`src/rtl/csr_if.sv`:
```
// csr_if: CSR request/response bus between the decode stage and csr_unit.
interface csr_if;
    logic        valid;
    logic [2:0]  funct3;
    logic [11:0] addr;
    logic [4:0]  uimm;
    logic [31:0] wdata;
    logic [31:0] rdata;
    logic        rvalid;
    logic        illegal;
    modport master (output valid, funct3, addr, uimm, wdata, input rdata, rvalid, illegal);
    modport slave  (input valid, funct3, addr, uimm, wdata, output rdata, rvalid, illegal);
endinterface

```
`src/rtl/csr_unit.sv`:
```
// csr_unit: machine-mode CSR file (mstatus.MIE, mtvec, mscratch, mepc, mcause) with trap capture.
// Define CSR_COUNTER_EN to add 64-bit mcycle/minstret and their read-only aliases.
module csr_unit #(
    parameter logic [31:0] MTVEC_RST = 32'h0000_0000
) (
    input  logic        clk,
    input  logic        n_rst,
    csr_if.slave        bus,
    input  logic        instr_retire,
    input  logic        exc_valid,
    input  logic [31:0] exc_pc,
    input  logic [31:0] exc_cause,
    output logic [31:0] mtvec_o,
    output logic [31:0] mepc_o,
    output logic        mie_o
);
    logic        mie;
    logic [29:0] mtvec;
    logic [31:0] mscratch, mcause;
    logic [30:0] mepc;
    logic [31:0] op, old, nv;
    logic        impl, wr_int, legal, accept, do_wr;
    logic        unused;
`ifdef CSR_COUNTER_EN
    logic [63:0] mcycle, minstret, cyc_inc, ret_inc;
    assign cyc_inc = mcycle + 64'd1;
    assign ret_inc = minstret + {63'd0, instr_retire};
`endif
    assign unused  = exc_pc[0] ^ instr_retire;
    assign mtvec_o = {mtvec, 2'b00};
    assign mepc_o  = {mepc, 1'b0};
    assign mie_o   = mie;
    always_comb begin
        old  = '0;
        impl = 1'b1;
        case (bus.addr)
            12'h300: old = {28'd0, mie, 3'd0};
            12'h305: old = {mtvec, 2'b00};
            12'h340: old = mscratch;
            12'h341: old = {mepc, 1'b0};
            12'h342: old = mcause;
`ifdef CSR_COUNTER_EN
            12'hB00, 12'hC00: old = mcycle[31:0];
            12'hB80, 12'hC80: old = mcycle[63:32];
            12'hB02, 12'hC02: old = minstret[31:0];
            12'hB82, 12'hC82: old = minstret[63:32];
`endif
            default: impl = 1'b0;
        endcase
        op     = bus.funct3[2] ? {27'd0, bus.uimm} : bus.wdata;
        nv     = bus.funct3[1:0] == 2'b01 ? op : bus.funct3[1:0] == 2'b10 ? old | op : old & ~op;
        wr_int = bus.funct3[1:0] == 2'b01 || bus.uimm != 5'd0;
        legal  = impl && !(wr_int && bus.addr[11:10] == 2'b11);
        accept = bus.valid && bus.funct3[1:0] != 2'b00 && !exc_valid;
        do_wr  = accept && legal && wr_int;
    end
    always_ff @(posedge clk or negedge n_rst) begin
        if (!n_rst) begin
            mie         <= 1'b0;
            mtvec       <= MTVEC_RST[31:2];
            mscratch    <= '0;
            mepc        <= '0;
            mcause      <= '0;
            bus.rdata   <= '0;
            bus.rvalid  <= 1'b0;
            bus.illegal <= 1'b0;
        end else begin
            bus.rvalid  <= accept && legal;
            bus.illegal <= accept && !legal;
            bus.rdata   <= accept && legal ? old : '0;
            // A trap in the same cycle drops the CSR request entirely
            if (exc_valid) begin
                mepc   <= exc_pc[31:1];
                mcause <= exc_cause;
                mie    <= 1'b0;
            end else if (do_wr) begin
                case (bus.addr)
                    12'h300: mie      <= nv[3];
                    12'h305: mtvec    <= nv[31:2];
                    12'h340: mscratch <= nv;
                    12'h341: mepc     <= nv[31:1];
                    12'h342: mcause   <= nv;
                    default: ;
                endcase
            end
        end
    end
`ifdef CSR_COUNTER_EN
    // A write to one half replaces only that half's increment; carry still reaches hi
    always_ff @(posedge clk or negedge n_rst) begin
        if (!n_rst) begin
            mcycle   <= '0;
            minstret <= '0;
        end else begin
            mcycle[31:0]    <= do_wr && bus.addr == 12'hB00 ? nv : cyc_inc[31:0];
            mcycle[63:32]   <= do_wr && bus.addr == 12'hB80 ? nv : cyc_inc[63:32];
            minstret[31:0]  <= do_wr && bus.addr == 12'hB02 ? nv : ret_inc[31:0];
            minstret[63:32] <= do_wr && bus.addr == 12'hB82 ? nv : ret_inc[63:32];
        end
    end
`endif
endmodule

```
`src/flat_wrapper.sv`:
```
// flat-port wrapper written by rule: the top's interface ports become plain ports
module csr_unit_flat 
#(
    parameter logic [31:0] MTVEC_RST = 32'h0000_0000
)
  (clk, n_rst, instr_retire, exc_valid, exc_pc, exc_cause, mtvec_o, mepc_o, mie_o, bus_valid, bus_funct3, bus_addr, bus_uimm, bus_wdata, bus_rdata, bus_rvalid, bus_illegal);
  csr_if bus_i ();
  input  logic clk;
  input  logic n_rst;
  input  logic instr_retire;
  input  logic exc_valid;
  input  logic [31:0] exc_pc;
  input  logic [31:0] exc_cause;
  output logic [31:0] mtvec_o;
  output logic [31:0] mepc_o;
  output logic mie_o;
  input wire logic [$bits(bus_i.valid)-1:0] bus_valid;
  input wire logic [$bits(bus_i.funct3)-1:0] bus_funct3;
  input wire logic [$bits(bus_i.addr)-1:0] bus_addr;
  input wire logic [$bits(bus_i.uimm)-1:0] bus_uimm;
  input wire logic [$bits(bus_i.wdata)-1:0] bus_wdata;
  output wire logic [$bits(bus_i.rdata)-1:0] bus_rdata;
  output wire logic [$bits(bus_i.rvalid)-1:0] bus_rvalid;
  output wire logic [$bits(bus_i.illegal)-1:0] bus_illegal;
  assign bus_i.valid = bus_valid;
  assign bus_i.funct3 = bus_funct3;
  assign bus_i.addr = bus_addr;
  assign bus_i.uimm = bus_uimm;
  assign bus_i.wdata = bus_wdata;
  assign bus_rdata = bus_i.rdata;
  assign bus_rvalid = bus_i.rvalid;
  assign bus_illegal = bus_i.illegal;
  csr_unit #(.MTVEC_RST(MTVEC_RST)) u_core (.clk(clk), .n_rst(n_rst), .bus(bus_i), .instr_retire(instr_retire), .exc_valid(exc_valid), .exc_pc(exc_pc), .exc_cause(exc_cause), .mtvec_o(mtvec_o), .mepc_o(mepc_o), .mie_o(mie_o));
endmodule
```
`config.mk`:
```
export PLATFORM = sky130hd
export DESIGN_NAME = csr_unit_flat
export DESIGN_NICKNAME = d
export VERILOG_FILES = /design/src/rtl/csr_if.sv /design/src/rtl/csr_unit.sv /design/src/flat_wrapper.sv
export SDC_FILE = /design/constraint.sdc
export NUM_CORES = 1
export LEC_CHECK = 0
export BUFFER_PORTS_ARGS = -buffer_cell sky130_fd_sc_hd__buf_2
export CAP_MARGIN = 20
export CORE_ASPECT_RATIO = 0.8
export CORE_MARGIN = 1
export CORE_UTILIZATION = 57
export DETAILED_ROUTE_END_ITERATION = 10
export GPL_ROUTABILITY_DRIVEN = 1
export PLACE_DENSITY = 0.91
export SYNTH_ARGS = -nofsm -noshare
export SYNTH_HDL_FRONTEND = slang
export SYNTH_SLANG_ARGS = --single-unit
```
`constraint.sdc`:
```
create_clock -name clk -period 3.6 [get_ports clk]
set_input_delay 0.36 -clock clk [delete_from_list [all_inputs] [get_ports clk]]
set_output_delay 0.36 -clock clk [all_outputs]
set_load 0.05 [all_outputs]
```
; ---- Word level (Yosys, flattened, before mapping)
; Index checks and enable logic that the tools add are counted.
[classes]
bitwise = 4
order_cmp = 0
n_shift = 0
n_mul = 0
reduce_logical = 23
n_addsub = 0
mux = 15
eq_ne = 8
div_mod_pow = 0
[op_table]
columns = op, count
row1 = 32-bit 2-to-1 mux, 7
row2 = 32-bit case mux with 5 select lines, 1
row3 = 31-bit 2-to-1 mux, 3
row4 = "12-bit by 10-bit == test with 1-bit output, second input constant", 5
row5 = 32-bit bitwise AND, 1
row6 = 32-bit inverter, 1
row7 = 32-bit bitwise OR, 1
row8 = 2-bit nonzero test, 5
row9 = 1-bit logical AND, 7
row10 = 2-bit AND reduction, 3
row11 = 3-bit AND reduction, 2
row12 = 5-bit nonzero test, 1
row13 = 5-bit OR reduction, 1
row14 = "2-bit == test, second input constant", 2
row15 = 1-bit 2-to-1 mux, 4
row16 = 1-bit logical NOT, 3
row17 = "2-bit by 1-bit == test with 1-bit output, second input constant", 1
row18 = 1-bit logical OR, 1
row19 = 1-bit inverter, 1
[totals]
output_inout_bits = 99
reg_bits = 160
romBits = 0
mem_count = 0
latchBits = 0
mem_bits_rw = 0

; ---- Depth between registers and ports, before layout
[logic_depth]
ltp_word = 9
depth_mapped = 11
ltp_nobuf = 5

; ---- Least setup slack after synthesis
; Ideal clock, no wire load.
[synth_timing]
path_type = input to register
from = input port bus_addr[1]
to = register u_core.mepc[22]
setup_ns = 0.082
path_slack_ns = 1.455
cell_stages = 7
arrival_ns = 2.063
path_cell_list = buf_2 > or3b_1 > clkbuf_1 > nor4_1 > a221oi_1 > or3b_1 > a31oi_1
[synth_via]
elab_chain_cells = 8
word_cells_on_any_way = 21
classes_between = eq/ne: 5 / mux: 7 / bitwise: 2 / reduce/logical: 7
[synth_rtl]
columns = element, line
row1 = from (decl), flat_wrapper.sv:19  ; input wire logic [$bits(bus_i.addr)-1:0] bus_addr;
row2 = "12-bit by 10-bit == test with 1-bit output, on equally long branches", "csr_unit.sv:36, csr_unit.sv:77"
row3 = 32-bit case mux with 5 select lines or 5-bit OR reduction (tied branches), --
row4 = 32-bit bitwise AND (tied with other cells), csr_unit.sv:51  ; nv = bus.funct3[1:0] == 2'b01 ? op : bus.funct3[1:0] == 2'b10 ? old | op : old & ~op;
row5 = 32-bit 2-to-1 mux or 1-bit logical AND (tied branches), "csr_unit.sv:51, csr_unit.sv:53"
row6 = 32-bit 2-to-1 mux or 1-bit logical AND (tied branches), "csr_unit.sv:51, csr_unit.sv:55"
row7 = 31-bit 2-to-1 mux or 1-bit logical AND (tied branches), "csr_unit.sv:77, csr_unit.sv:55"
row8 = 31-bit 2-to-1 mux or 2-bit nonzero test (tied branches), --
row9 = 31-bit 2-to-1 mux or 2-bit AND reduction (tied branches), --
row10 = to (signal assigned), csr_unit.sv:73  ; mepc <= exc_pc[31:1];
row11 = to (signal assigned), csr_unit.sv:81  ; 12'h341: mepc <= nv[31:1];
row12 = to (decl), csr_unit.sv:20  ; logic [30:0] mepc;
; Parallel ways exist; a longest one is shown, timed or not. The select of a mux whose other input is x is not followed.
; A chain may end at the register's enable or synchronous reset.

; ---- Final worst setup path
[layout_timing]
from = input port bus_addr[2]
to = register u_core.mcause[23]
[layout_via]
elab_chain_cells = 8
word_cells_on_any_way = 21
classes_between = eq/ne: 5 / mux: 7 / bitwise: 2 / reduce/logical: 7
[layout_rtl]
columns = element, line
row1 = "12-bit by 10-bit == test with 1-bit output, on equally long branches", "csr_unit.sv:36, csr_unit.sv:77"
row2 = 32-bit case mux with 5 select lines or 5-bit OR reduction (tied branches), --
row3 = 32-bit bitwise AND (tied with other cells), csr_unit.sv:51
row4 = 32-bit 2-to-1 mux or 1-bit logical AND (tied branches), "csr_unit.sv:51, csr_unit.sv:53"
row5 = 32-bit 2-to-1 mux or 1-bit logical AND (tied branches), "csr_unit.sv:51, csr_unit.sv:55"
row6 = 32-bit 2-to-1 mux or 1-bit logical AND (tied branches), "csr_unit.sv:77, csr_unit.sv:55"
row7 = 32-bit 2-to-1 mux or 2-bit nonzero test (tied branches), --
row8 = 32-bit 2-to-1 mux or 2-bit AND reduction (tied branches), --
row9 = to (signal assigned), csr_unit.sv:74  ; mcause <= exc_cause;
row10 = to (signal assigned), csr_unit.sv:82  ; 12'h342: mcause <= nv;
row11 = to (decl), csr_unit.sv:19  ; logic [31:0] mscratch, mcause;
; Parallel ways exist; a longest one is shown, timed or not. The select of a mux whose other input is x is not followed.

==> flow_metrics.tcl <==
set metrics [dict create \
    synth_ff_type "dfrtp_1" \
    first_iter_violations 1206 \
    synthTopCellsByArea "dfrtp_1, a31oi_1, nor2_1" \
    r2r_cells 4 \
    violations "negative hold slack" \
    grt_remaining_overflow 0 \
    r2r_start "u_core.mepc[11]$_DFFE_PN0P_" \
    syn_area_per_cell_um2 9.520 \
    placementRows 39 \
    ant_nets 0 \
    grt_pass1_wl_um 47240 \
    worstSkewPairLatency_ps 430 \
    fin_hold_ws_ps -42.30 \
    synth_warnings 0 \
    drt_wl_total_um 30500 \
    start_util 0.5945 \
    syn_to_final_growth_pct 21.64 \
    vdd.ir_drop.worst_uv 326.0 \
    path_class "in2reg" \
    routed-via-count 9061 \
    postPlaceCellArea_um2 9901 \
    drive_gt1_frac 0.2909 \
    cts_setup_buffers 0 \
    die-area_um2 15610 \
    skew_ps 11.95 \
    root_buffer "clkbuf_16" \
    arrival_ps 2790 \
    synth_cells 905 \
    gp_congestion 0.9730 \
    cts_num_sinks 160 \
    seq_area_frac_synth 0.4647 \
    post-route-cell-area_um2 10480 \
    synthDistinctLibCells 70 \
    crit_path_end "u_core.mcause[23]$_DFFE_PN0P_" \
    cp-start-kind "primary input" \
    clockBufferDepth 2 \
    slew_headroom 0.2601 \
    grt_max_degree 92 \
    vias_per_cell 7.019 \
    rrSetupSlack_ps 1800 \
    synth.largest_area_cell "dfrtp_1" \
    syn_area_um2 8616 \
    fin_nets 1215 \
    status "complete, but fails checks" \
    critPathCaptureType "flop" \
    track_usage 0.3962 \
    wl_per_cell_um 23.62 \
    post-dp-hpwl_um 19530 \
    cap_violations 0 \
    period_minus_slack_ps 2498 \
    setup_viol 0 \
    async_flop_share 1.000 \
    dr.pass1.iters 10 \
    p_leak_nw 4.718 \
    crit_start "bus_addr[2]" \
    critPathMaxFanout 25 \
    regArea_um2 4004 \
    rsz0062_at_grt "no" \
    die_x_um 139.5 \
    finalSetupTns_ps 0 \
    fp.dieH_um 112.0 \
    htree_levels 4 \
    crit_required_ps 3890 \
    synth_top_area_frac 0.4647 \
    timing.final.hold_violations 11 \
    synth-seq-cells 160 \
    antenna_cells 0 \
    final-max-slew-violation-count 0 \
    min_path_type "in2async" \
    core_um2 14490 \
    r2r_end "u_core.mepc[11]$_DFFE_PN0P_" \
    cts_resized 0 \
    n_fill_cell 1063 \
    synth_edf_count 0 \
    clkTransAtPathRegs_ps 70 \
    cts_inserted_buffers 17 \
    io_pins 220 \
    cts_tree "done" \
    power_density_nw_per_um2 414.8 \
    utilization 0.7231 \
    worstMarginPinSlew_ps 1105 \
    io_buffers 214 \
    postCtsHoldBufs 0 \
    max_freq_mhz 400.4 \
    multiInputGateArea_um2 4223 \
    finalCritPeriodShare 0.6938 \
    antenna_found_initial 0 \
    first_global_vias 8666 \
    drcViolationCount 0 \
]
## synth_stat cells, types with 4 or more instances
master and number:
inv_1 22, nand2b_1 11, a21oi_1 28, a221oi_1 27
or3b_1 19, a211oi_1 22, nand3_1 29, and2_1 18
o31ai_1 26, o311a_1 9, a222oi_1 15, clkbuf_1 40
nor4_1 11, mux2i_1 13, nor2b_1 42, buf_4 4
nand4_1 6, a311oi_1 11, nor2_1 115, o22ai_1 27
mux2_2 22, buf_1 6, nand2_1 45, buf_2 28
dfrtp_1 160, o2111ai_1 5, and3_1 5, a31oi_1 83
## cell type report
type | count | area share
clock buffer | 20 | 0.04358
clock inverter | 12 | 0.01170
inverter | 23 | 0.008238
multi-input combinational | 644 | 0.4029
sequential | 160 | 0.3820
tap | 184 | 0.02197
timing repair buffer | 248 | 0.1295
## state kept, by name, indices dropped and copies added, names as in the netlist
signal              flops
u_core.mcause          32
u_core.bus.rdata       32
u_core.bus.illegal      1
u_core.mtvec           30
u_core.mepc            31
u_core.mscratch        32
u_core.bus.rvalid       1
u_core.mie_o            1
## cells by family after synthesis
group | synth area share
other | 0.0004352
flip-flops | 0.4647
XOR/XNOR | 0.003050
AO/OA/AOI/OAI | 0.2344
AND/OR/NAND/NOR | 0.2011
multiplexers | 0.04386
buffers and inverters | 0.05242
## worst min-delay path by stage
stage | depth (start not counted) | slack, ps | to
after floorplan | 0 | 60 | u_core.bus.illegal$_DFF_PN0_
after global placement | 1 | 470 | u_core.mtvec[0]$_DFFE_PN0P_
after detailed placement | 1 | 470 | u_core.mtvec[0]$_DFFE_PN0P_
after CTS | 1 | 20 | u_core.mtvec[0]$_DFFE_PN0P_
after global routing | 1 | 50 | u_core.mtvec[0]$_DFFE_PN0P_
final | 1 | -40 | u_core.mtvec[0]$_DFFE_PN0P_
## through the flow
step	setup slack, ps	hold slack, ps	instances	power, mW
floorplan	1455	64.41	907	2.312
CTS	1208	18.59	1291	4.329
detailed placement	792.9	473.2	1259	2.558
global route	1063	46.40	1291	4.455
global placement	883.1	472.6	1259	2.543
finish	1102	-42.30	1291	4.347
## power by group
part	switching [mW]	total (mW)	internal, mW	leakage, nW
clock network	0.795	1.80	1.00	0.280
logic	0.423	0.627	0.204	2.34
registers	0.0568	1.92	1.86	2.10
total	1.27	4.35	3.07	4.72
## layer usage
metal  up-vias  global-route usage  part of all wire
met5         -                   0                 0
met4         0              0.2022             0.042
met2       860              0.5910              0.44
met3       131              0.1170              0.15
li1       3829                   -                 -
met1      4241              0.5275              0.37
## cell usage in the layout, fill, tap and decap left out, drive strengths merged, types with 15 or more instances in the layout
cell type	Yosys	final
buf	40	248
dfrtp	160	160
nor2	116	116
a31oi	83	83
nand2	46	46
nor2b	42	42
nand3	30	30
a21oi	28	28
a221oi	27	27
o22ai	27	27
inv	22	27
o31ai	26	26
a211oi	23	23
mux2	22	22
clkbuf	40	20
or3b	19	19
and2	18	18
a222oi	15	15
## worst max-delay path: stages
cell,delay [ps]
buf_2,160
nor4_4,470
and4_1,510
buf_12,250
a31oi_1,400
a221oi_1,490
o31ai_1,140
Power figures use the tool's default switching activity.
